## config.mk

```make
export PLATFORM = sky130hd
export DESIGN_NAME = mmc3_scanline_irq_flat
export DESIGN_NICKNAME = d
export VERILOG_FILES = /design/src/rtl/mmc3_scanline_irq_if.sv /design/src/rtl/mmc3_scanline_irq.sv /design/src/flat_wrapper.sv
export SDC_FILE = /design/constraint.sdc
export NUM_CORES = 1
export LEC_CHECK = 0
export CAP_MARGIN = 10
export CORE_UTILIZATION = 40
export DETAILED_ROUTE_END_ITERATION = 10
export SLEW_MARGIN = 20
export SYNTH_ARGS = -nofsm -noshare
export SYNTH_HDL_FRONTEND = slang
export SYNTH_SLANG_ARGS = --single-unit
export TNS_END_PERCENT = 100
```

## constraint.sdc

```tcl
create_clock -name m2 -period 3.34 [get_ports m2]
set_input_delay 0.668 -clock m2 [delete_from_list [all_inputs] [get_ports m2]]
set_output_delay 0.668 -clock m2 [all_outputs]
set_load 0.05 [all_outputs]
```

## src/rtl/mmc3_scanline_irq_if.sv

```systemverilog
// CPU write bus into the MMC3 scanline IRQ block.
// The writes are already decoded to the $8000-$FFFF window.
//   wr_strobe  : one-cycle pulse, a write has completed
//   wr_a14_13  : CPU A14:A13 of that write
//   wr_a0      : CPU A0 of that write
//   wr_data    : CPU data of that write
// Modports: master drives the bus (CPU decode side), slave receives it (IRQ block).
interface mmc3_scanline_irq_if #(
  parameter int CNT_WIDTH = 8
);
  logic                 wr_strobe;
  logic [1:0]           wr_a14_13;
  logic                 wr_a0;
  logic [CNT_WIDTH-1:0] wr_data;

  modport master (output wr_strobe, output wr_a14_13, output wr_a0, output wr_data);
  modport slave  (input  wr_strobe, input  wr_a14_13, input  wr_a0, input  wr_data);
endinterface

```

## src/rtl/mmc3_scanline_irq.sv

```systemverilog
// MMC3-style scanline IRQ generator.
// This block counts filtered PPU A12 rising edges (scanline clocks) with a reloadable
// down-counter. It raises an active-low IRQ request when the counter reaches zero
// while IRQs are enabled.
//
// Ports:
//   m2          CPU M2 clock; all state changes on its rising edge
//   reset_n     synchronous active-low reset
//   enable      block selected by current mapper; 0 freezes state, forces irq_n high
//   wr          CPU write bus (slave modport of mmc3_scanline_irq_if)
//   ppu_a12     raw PPU A12, asynchronous to m2
//   irq_n       registered IRQ request, 0 = asserted
//   irq_pending registered pending flag for status readback
//   counter_q   current counter value
//
// Build option: define MMC3_REV_A_IRQ_EN for the old (Sharp/Rev A) IRQ rule. Under
// that rule, pending is set on a zero result only when the counter decremented from 1
// or the reload flag was set. The default is the Rev B/NEC rule, where any zero
// result sets pending.
module mmc3_scanline_irq #(
  parameter int A12_LOW_MIN = 3,
  parameter int CNT_WIDTH   = 8
) (
  input  logic                  m2,
  input  logic                  reset_n,
  input  logic                  enable,
  mmc3_scanline_irq_if.slave    wr,
  input  logic                  ppu_a12,
  output logic                  irq_n,
  output logic                  irq_pending,
  output logic [CNT_WIDTH-1:0]  counter_q
);
  localparam int LW = $clog2(A12_LOW_MIN + 1);
  localparam logic [LW-1:0] LOW_MAX = LW'(A12_LOW_MIN);

  logic                 a12_s1, a12_s2;
  logic [LW-1:0]        low_cnt;
  logic                 a12_clk;

  logic [CNT_WIDTH-1:0] latch, counter, latch_nxt, counter_nxt, new_val;
  logic                 reload, irq_en, pending;
  logic                 reload_nxt, irq_en_nxt, pending_nxt;
  logic                 wr_hit, set_pend;

  // low_cnt is cleared while synced A12 is high. A saturated count together with
  // a12_s2 high therefore marks the first high cycle after a long-enough low period.
  assign a12_clk = a12_s2 && (low_cnt == LOW_MAX);

  always_comb begin
    latch_nxt   = latch;
    counter_nxt = counter;
    reload_nxt  = reload;
    irq_en_nxt  = irq_en;
    pending_nxt = pending;
    wr_hit      = wr.wr_strobe && enable;
    new_val     = (counter == '0 || reload) ? latch : counter - 1'b1;
`ifdef MMC3_REV_A_IRQ_EN
    set_pend    = (new_val == '0) && irq_en &&
                  (reload || counter == CNT_WIDTH'(1));
`else
    set_pend    = (new_val == '0) && irq_en;
`endif
    if (enable) begin
      // A $C001 write swallows a coincident scanline clock.
      if (wr_hit && wr.wr_a14_13 == 2'd2 && wr.wr_a0) begin
        counter_nxt = '0;
        reload_nxt  = 1'b1;
      end else if (a12_clk) begin
        counter_nxt = new_val;
        reload_nxt  = 1'b0;
        if (set_pend) pending_nxt = 1'b1;
      end
      // new_val above used the old latch, so a same-cycle $C000 takes effect next cycle.
      if (wr_hit && wr.wr_a14_13 == 2'd2 && !wr.wr_a0)
        latch_nxt = wr.wr_data;
      if (wr_hit && wr.wr_a14_13 == 2'd3) begin
        irq_en_nxt = wr.wr_a0;
        if (!wr.wr_a0) pending_nxt = 1'b0;  // ack beats a same-cycle set
      end
    end
  end

  always_ff @(posedge m2) begin
    if (!reset_n) begin
      a12_s1  <= 1'b0;
      a12_s2  <= 1'b0;
      low_cnt <= '0;
      latch   <= '0;
      counter <= '0;
      reload  <= 1'b0;
      irq_en  <= 1'b0;
      pending <= 1'b0;
      irq_n   <= 1'b1;
    end else begin
      a12_s1  <= ppu_a12;
      a12_s2  <= a12_s1;
      if (a12_s2)                low_cnt <= '0;
      else if (low_cnt != LOW_MAX) low_cnt <= low_cnt + 1'b1;
      latch   <= latch_nxt;
      counter <= counter_nxt;
      reload  <= reload_nxt;
      irq_en  <= irq_en_nxt;
      pending <= pending_nxt;
      irq_n   <= ~(pending_nxt & enable);
    end
  end

  assign irq_pending = pending;
  assign counter_q   = counter;
endmodule

```

## src/flat_wrapper.sv

```systemverilog
// flat-port wrapper written by rule: the top's interface ports become plain ports
module mmc3_scanline_irq_flat 
#(
  parameter int A12_LOW_MIN = 3,
  parameter int CNT_WIDTH   = 8
)
  (m2, reset_n, enable, ppu_a12, irq_n, irq_pending, counter_q, wr_wr_strobe, wr_wr_a14_13, wr_wr_a0, wr_wr_data);
  mmc3_scanline_irq_if #(.CNT_WIDTH(CNT_WIDTH)) wr_i ();
  input  logic m2;
  input  logic reset_n;
  input  logic enable;
  input  logic ppu_a12;
  output logic irq_n;
  output logic irq_pending;
  output logic [CNT_WIDTH-1:0] counter_q;
  input wire logic [$bits(wr_i.wr_strobe)-1:0] wr_wr_strobe;
  input wire logic [$bits(wr_i.wr_a14_13)-1:0] wr_wr_a14_13;
  input wire logic [$bits(wr_i.wr_a0)-1:0] wr_wr_a0;
  input wire logic [$bits(wr_i.wr_data)-1:0] wr_wr_data;
  assign wr_i.wr_strobe = wr_wr_strobe;
  assign wr_i.wr_a14_13 = wr_wr_a14_13;
  assign wr_i.wr_a0 = wr_wr_a0;
  assign wr_i.wr_data = wr_wr_data;
  mmc3_scanline_irq #(.A12_LOW_MIN(A12_LOW_MIN), .CNT_WIDTH(CNT_WIDTH)) u_core (.m2(m2), .reset_n(reset_n), .enable(enable), .wr(wr_i), .ppu_a12(ppu_a12), .irq_n(irq_n), .irq_pending(irq_pending), .counter_q(counter_q));
endmodule
```

======== Word-level counts from Yosys, hierarchy flattened ========
Index checks and enable logic that the tools add are counted.
storage, ports and cells
  register bits ........................... 24
  input bits .............................. 16
  output and inout bits ................... 10
operators by class
  add/sub/neg operators ................... 2
  eq/ne operators ......................... 4
  multiplexer cells ....................... 11
  bitwise logic cells ..................... 3
  reductions and logical operators ........ 16
operator list
  cell                 count
  $mux 8               3
  $logic_not 8->1      2
  $mux 1               8
  $sub 8x1->8 const B  1
  $logic_and 1x1->1    7
  $eq 2x2->1 const B   3
  $reduce_and 2->1     3
  $add 2x1->2 const B  1
  $ne 2x2->1 const B   1
  $not 1->1            2
  $reduce_bool 2->1    1
  $reduce_or 2->1      1
  $and 1x1->1          1
  $logic_not 1->1      1
  $logic_or 1x1->1     1

======== Longest topological paths before layout ========
  depth after elaboration ................. 13
  mapped depth ............................ 8

======== Least setup slack after synthesis ========
No wires, ideal clock.
  kind .................................... register to register
  start point ............................. reg u_core.counter[0] (netlist: u_core.counter_q[0])
  end point ............................... reg u_core.counter[3] (netlist: u_core.counter_q[3])
  library setup time ...................... 0.115 ns
  arrival ................................. 2.221 ns
  slack ................................... 1.004 ns
  cell stages (with the launch flop) ...... 9
  period minus slack after synthesis ...... 2.336 ns
  cells stage by stage .................... dfxtp_1 > inv_1 > ha_1 > nor3b_1 > a21oi_1 > buf_4 > mux2i_1 > o2bb2ai_1 > and2_1
between the ends
  longest elaborated chain between the ends .. 5
  elaborated cells on any way between the ends .. 6
RTL lines
  item                                                                 line                      text
  start, declared                                                      mmc3_scanline_irq.sv:40   logic [CNT_WIDTH-1:0] latch, counter, latch_nxt, counter_nxt, new_val;
  start signal, assigned                                               mmc3_scanline_irq.sv:100  counter <= counter_nxt;
  parallel branches: the longest is 2 deep, another holds $sub 8x1->8  -
  $mux 8 *                                                             mmc3_scanline_irq.sv:56   new_val = (counter == '0 || reload) ? latch : counter - 1'b1;
  $mux 8 *                                                             mmc3_scanline_irq.sv:68   end else if (a12_clk) begin
  $mux 8 *                                                             mmc3_scanline_irq.sv:65   if (wr_hit && wr.wr_a14_13 == 2'd2 && wr.wr_a0) begin
Mark *: on every way between the ends. The select of a mux whose other input is x is not followed.
A chain may end at the register's enable or synchronous reset.

======== Final worst setup path ========
  start point ............................. reg u_core.counter[4] (netlist: u_core.counter_q[4])
  end point ............................... out counter_q[4]
RTL lines
  item           line                text
  end, declared  flat_wrapper.sv:15  output logic [CNT_WIDTH-1:0] counter_q;
No word-level cell between the ends.

==> qor.txt <==
Outcome -> finished, final reports clean
Worst-path fanout max -> 6
Worst setup SP type -> register
Total number of vias -> 1079
CTS H-tree lvls -> 1
Cell with the most instances after synthesis -> dfxtp_1
Final worst setup slack -> 994 ps
Starting Density -> 0.426
Max-cap viol count -> 0
Die X -> 59.2 um
WS Path Type -> reg -> out
Antenna violations before repair -> 0
Layer with the highest usage -> met2
Gpl congestion -> 0.824
Post-route ant nets -> 0
Mapped Area -> 1310 um2
Pre-Repair DR Iteration Count -> 4
Port-buffer cells -> 25
Floorplan row count -> 20
Crit path max-delay family -> buffers and inverters
WP data required -> 2670 ps
Iteration-0 DRC Markers -> 42
Yosys warnings -> 0
Clock slew at reported path FFs -> 140 ps
Slew HR -> 0.542
Crit path cell chain -> clkdlybuf4s50_1
Clk sink count -> 24
Hold buffer count at cts -> 0
Post-CTS sizing -> 0
Clock Path Buffers -> 2
Top-area cell type share of the netlist area -> 0.367
Post-route clock skew -> 3.19 ps
PwrDens -> 305 nW/um2
Antenna cells -> 0
Filler cell count in the final layout -> 292
Nets -> 187
CTS tree -> done
Wirelength per Cell -> 13.3 um
Hold Vio Cnt, Final -> 0
Top cell type by total area after synthesis -> dfxtp_1
Main flop type after synthesis -> dfxtp_1
Post-CTS setup buffer count -> 0
Syn avg cell area -> 9.36 um2
CP peak stage delay -> 860 ps
TNS Setup -> 0 ps
Minimum clock period -> 2350 ps
Placed Area -> 1610 um2
CORE AREA -> 3080 um2
Synthesized instance count -> 140
Final instance area -> 1650 um2
Slew Viols, Final -> 0
Synth-to-Final Area Change -> 25.8%
Pleak -> 0.641 nW
Worst-margin pin slew -> 682 ps
Post-Route WL -> 2.80 mm
I/O pins -> 26
Hold WC Path Type -> reg -> reg
Worst path bufs/invs -> 1
Worst path slowest cell -> clkdlybuf4s50_1
Commonest cells post-synth -> 24 x dfxtp_1, 13 x mux2i_1, 11 x nor2b_1
Die height -> 59.2 um
Unrepaired setup endpoints after global routing -> false
Worst slack at placement -> 657 ps
Largest net degree at the start of global routing -> 24
FFs w/ async S/R, synth -> 0
Clk_lat worst skew -> 320 ps
Worst Setup End Kind -> primary output
Synthesis-stage register bit count -> 24
Crit path arrival time -> 1680 ps
Final period util -> 0.702
First-pass GRT wire length -> 4.62 mm
Post-synth cell types -> 43
GRT met3 Usage -> 0.0218
Fraction of layout cells with a size suffix above 1 -> 0.0838
Num CTS Buffers -> 3
Vias in the first global route -> 1016
Aggregate global routing overflow -> 0
Register area share after synthesis -> 0.367
Maximum VDD drop -> 0.202 mV
Clk root buf -> clkbuf_4
GR Layer Usage met2 -> 0.281
Fmax -> 426 MHz
Post-synth EDFFs -> 0
Total power -> 0.503 mW
Top cells by area, synth -> dfxtp_1 37%, mux2i_1 9.9%, nor2b_1 5.3%
Post-DP HPWL -> 2.13 mm
Met1 Use GR -> 0.244
Total track usage -> 0.179
Mapped Nets -> 159
Final setup vio count -> 0
Die Area -> 3510 um2
Avg Vias per Cell -> 5.11
DRC -> 0
==> sequential cells by signal (all words and copies together), names as in the netlist <==
name	count
u_core.counter_q	8
u_core.latch	8
u_core.low_cnt	2
u_core.a12_s1	1
u_core.a12_s2	1
u_core.irq_en	1
u_core.irq_n	1
u_core.irq_pending	1
u_core.reload	1
==> placed cells by master, fill, tap and decap left out, drive strengths merged, types with 2 or more instances in the layout <==
cell type / synthesis / final
inv: 5 / 5
xnor2: 2 / 2
mux2i: 13 / 13
and3: 2 / 2
nand2b: 2 / 2
dfxtp: 24 / 24
and2: 4 / 4
a21boi: 6 / 6
ha: 3 / 3
o21bai: 2 / 2
nor2: 8 / 8
nand4b: 2 / 2
nand2: 9 / 9
or3: 3 / 3
buf: 1 / 2
nand4: 3 / 3
nand3: 4 / 4
xor2: 3 / 3
nor3b: 4 / 4
nor2b: 11 / 11
clkdlybuf4s50: 0 / 25
nor4: 2 / 2
o21ai: 4 / 4
a21oi: 4 / 4
o211ai: 2 / 2
clkbuf: 3 / 4
==> area by class of cell <==
| type | instances | area, um2 | share of cell area |
|---|---|---|---|
| inverter | 5 | 18.8 | 0.0114 |
| multi-input combinational | 107 | 792 | 0.481 |
| sequential | 24 | 480 | 0.292 |
| timing repair buffer | 27 | 265 | 0.161 |
| tap | 44 | 55.1 | 0.0334 |
| clock buffer | 4 | 36.3 | 0.0220 |
==> path summary, 6_finish.rpt <==
| check | start | to | slack, ps | depth (start not counted) |
|---|---|---|---|---|
| worst max-delay path | u_core.counter_q[4]$_SDFFE_PN0P_ | counter_q[4] | 990 | 1 |
| worst min-delay path | u_core.a12_s1$_SDFF_PN0_ | u_core.a12_s2$_SDFF_PN0_ | 450 | 1 |
| worst min register to register | u_core.a12_s1$_SDFF_PN0_ | u_core.a12_s2$_SDFF_PN0_ | 450 | 1 |
| worst max register to register | u_core.counter_q[0]$_SDFFE_PN0P_ | u_core.irq_n$_SDFF_PN1_ | 1170 | 7 |
==> kinds of logic after synthesis <==
kind of cell / share of synthesized area
and+or+nand+nor: 0.274
AOI/OAI and AO/OA: 0.169
DFF: 0.367
muxes: 0.0993
buffers and inverters: 0.0287
xor gates and xnor gates: 0.0334
adders and majority gates: 0.0287
==> routing by layer <==
metal  up-vias  routed length (um)
li1        559                   -
met1       501                1420
met2        15                1290
met3         4                  57
met4         0                  44
met5         -                   0
==> power by group <==
group	switching (mW)	total, mW	internal [mW]
clock network	0.0909	0.158	0.0666
registers	0.00411	0.297	0.293
logic	0.0191	0.0489	0.0298
total	0.114	0.503	0.389
==> metrics by stage <==
stage / instances / hold WS, ps / utilization
after floorplan: 140 / 412 / -
after global placement: 207 / 418 / 0.524
after detailed placement: 207 / 424 / 0.524
after CTS: 211 / 458 / 0.535
after global routing: 211 / 465 / 0.535
final: 211 / 453 / 0.535
Power figures use the tool's default switching activity.
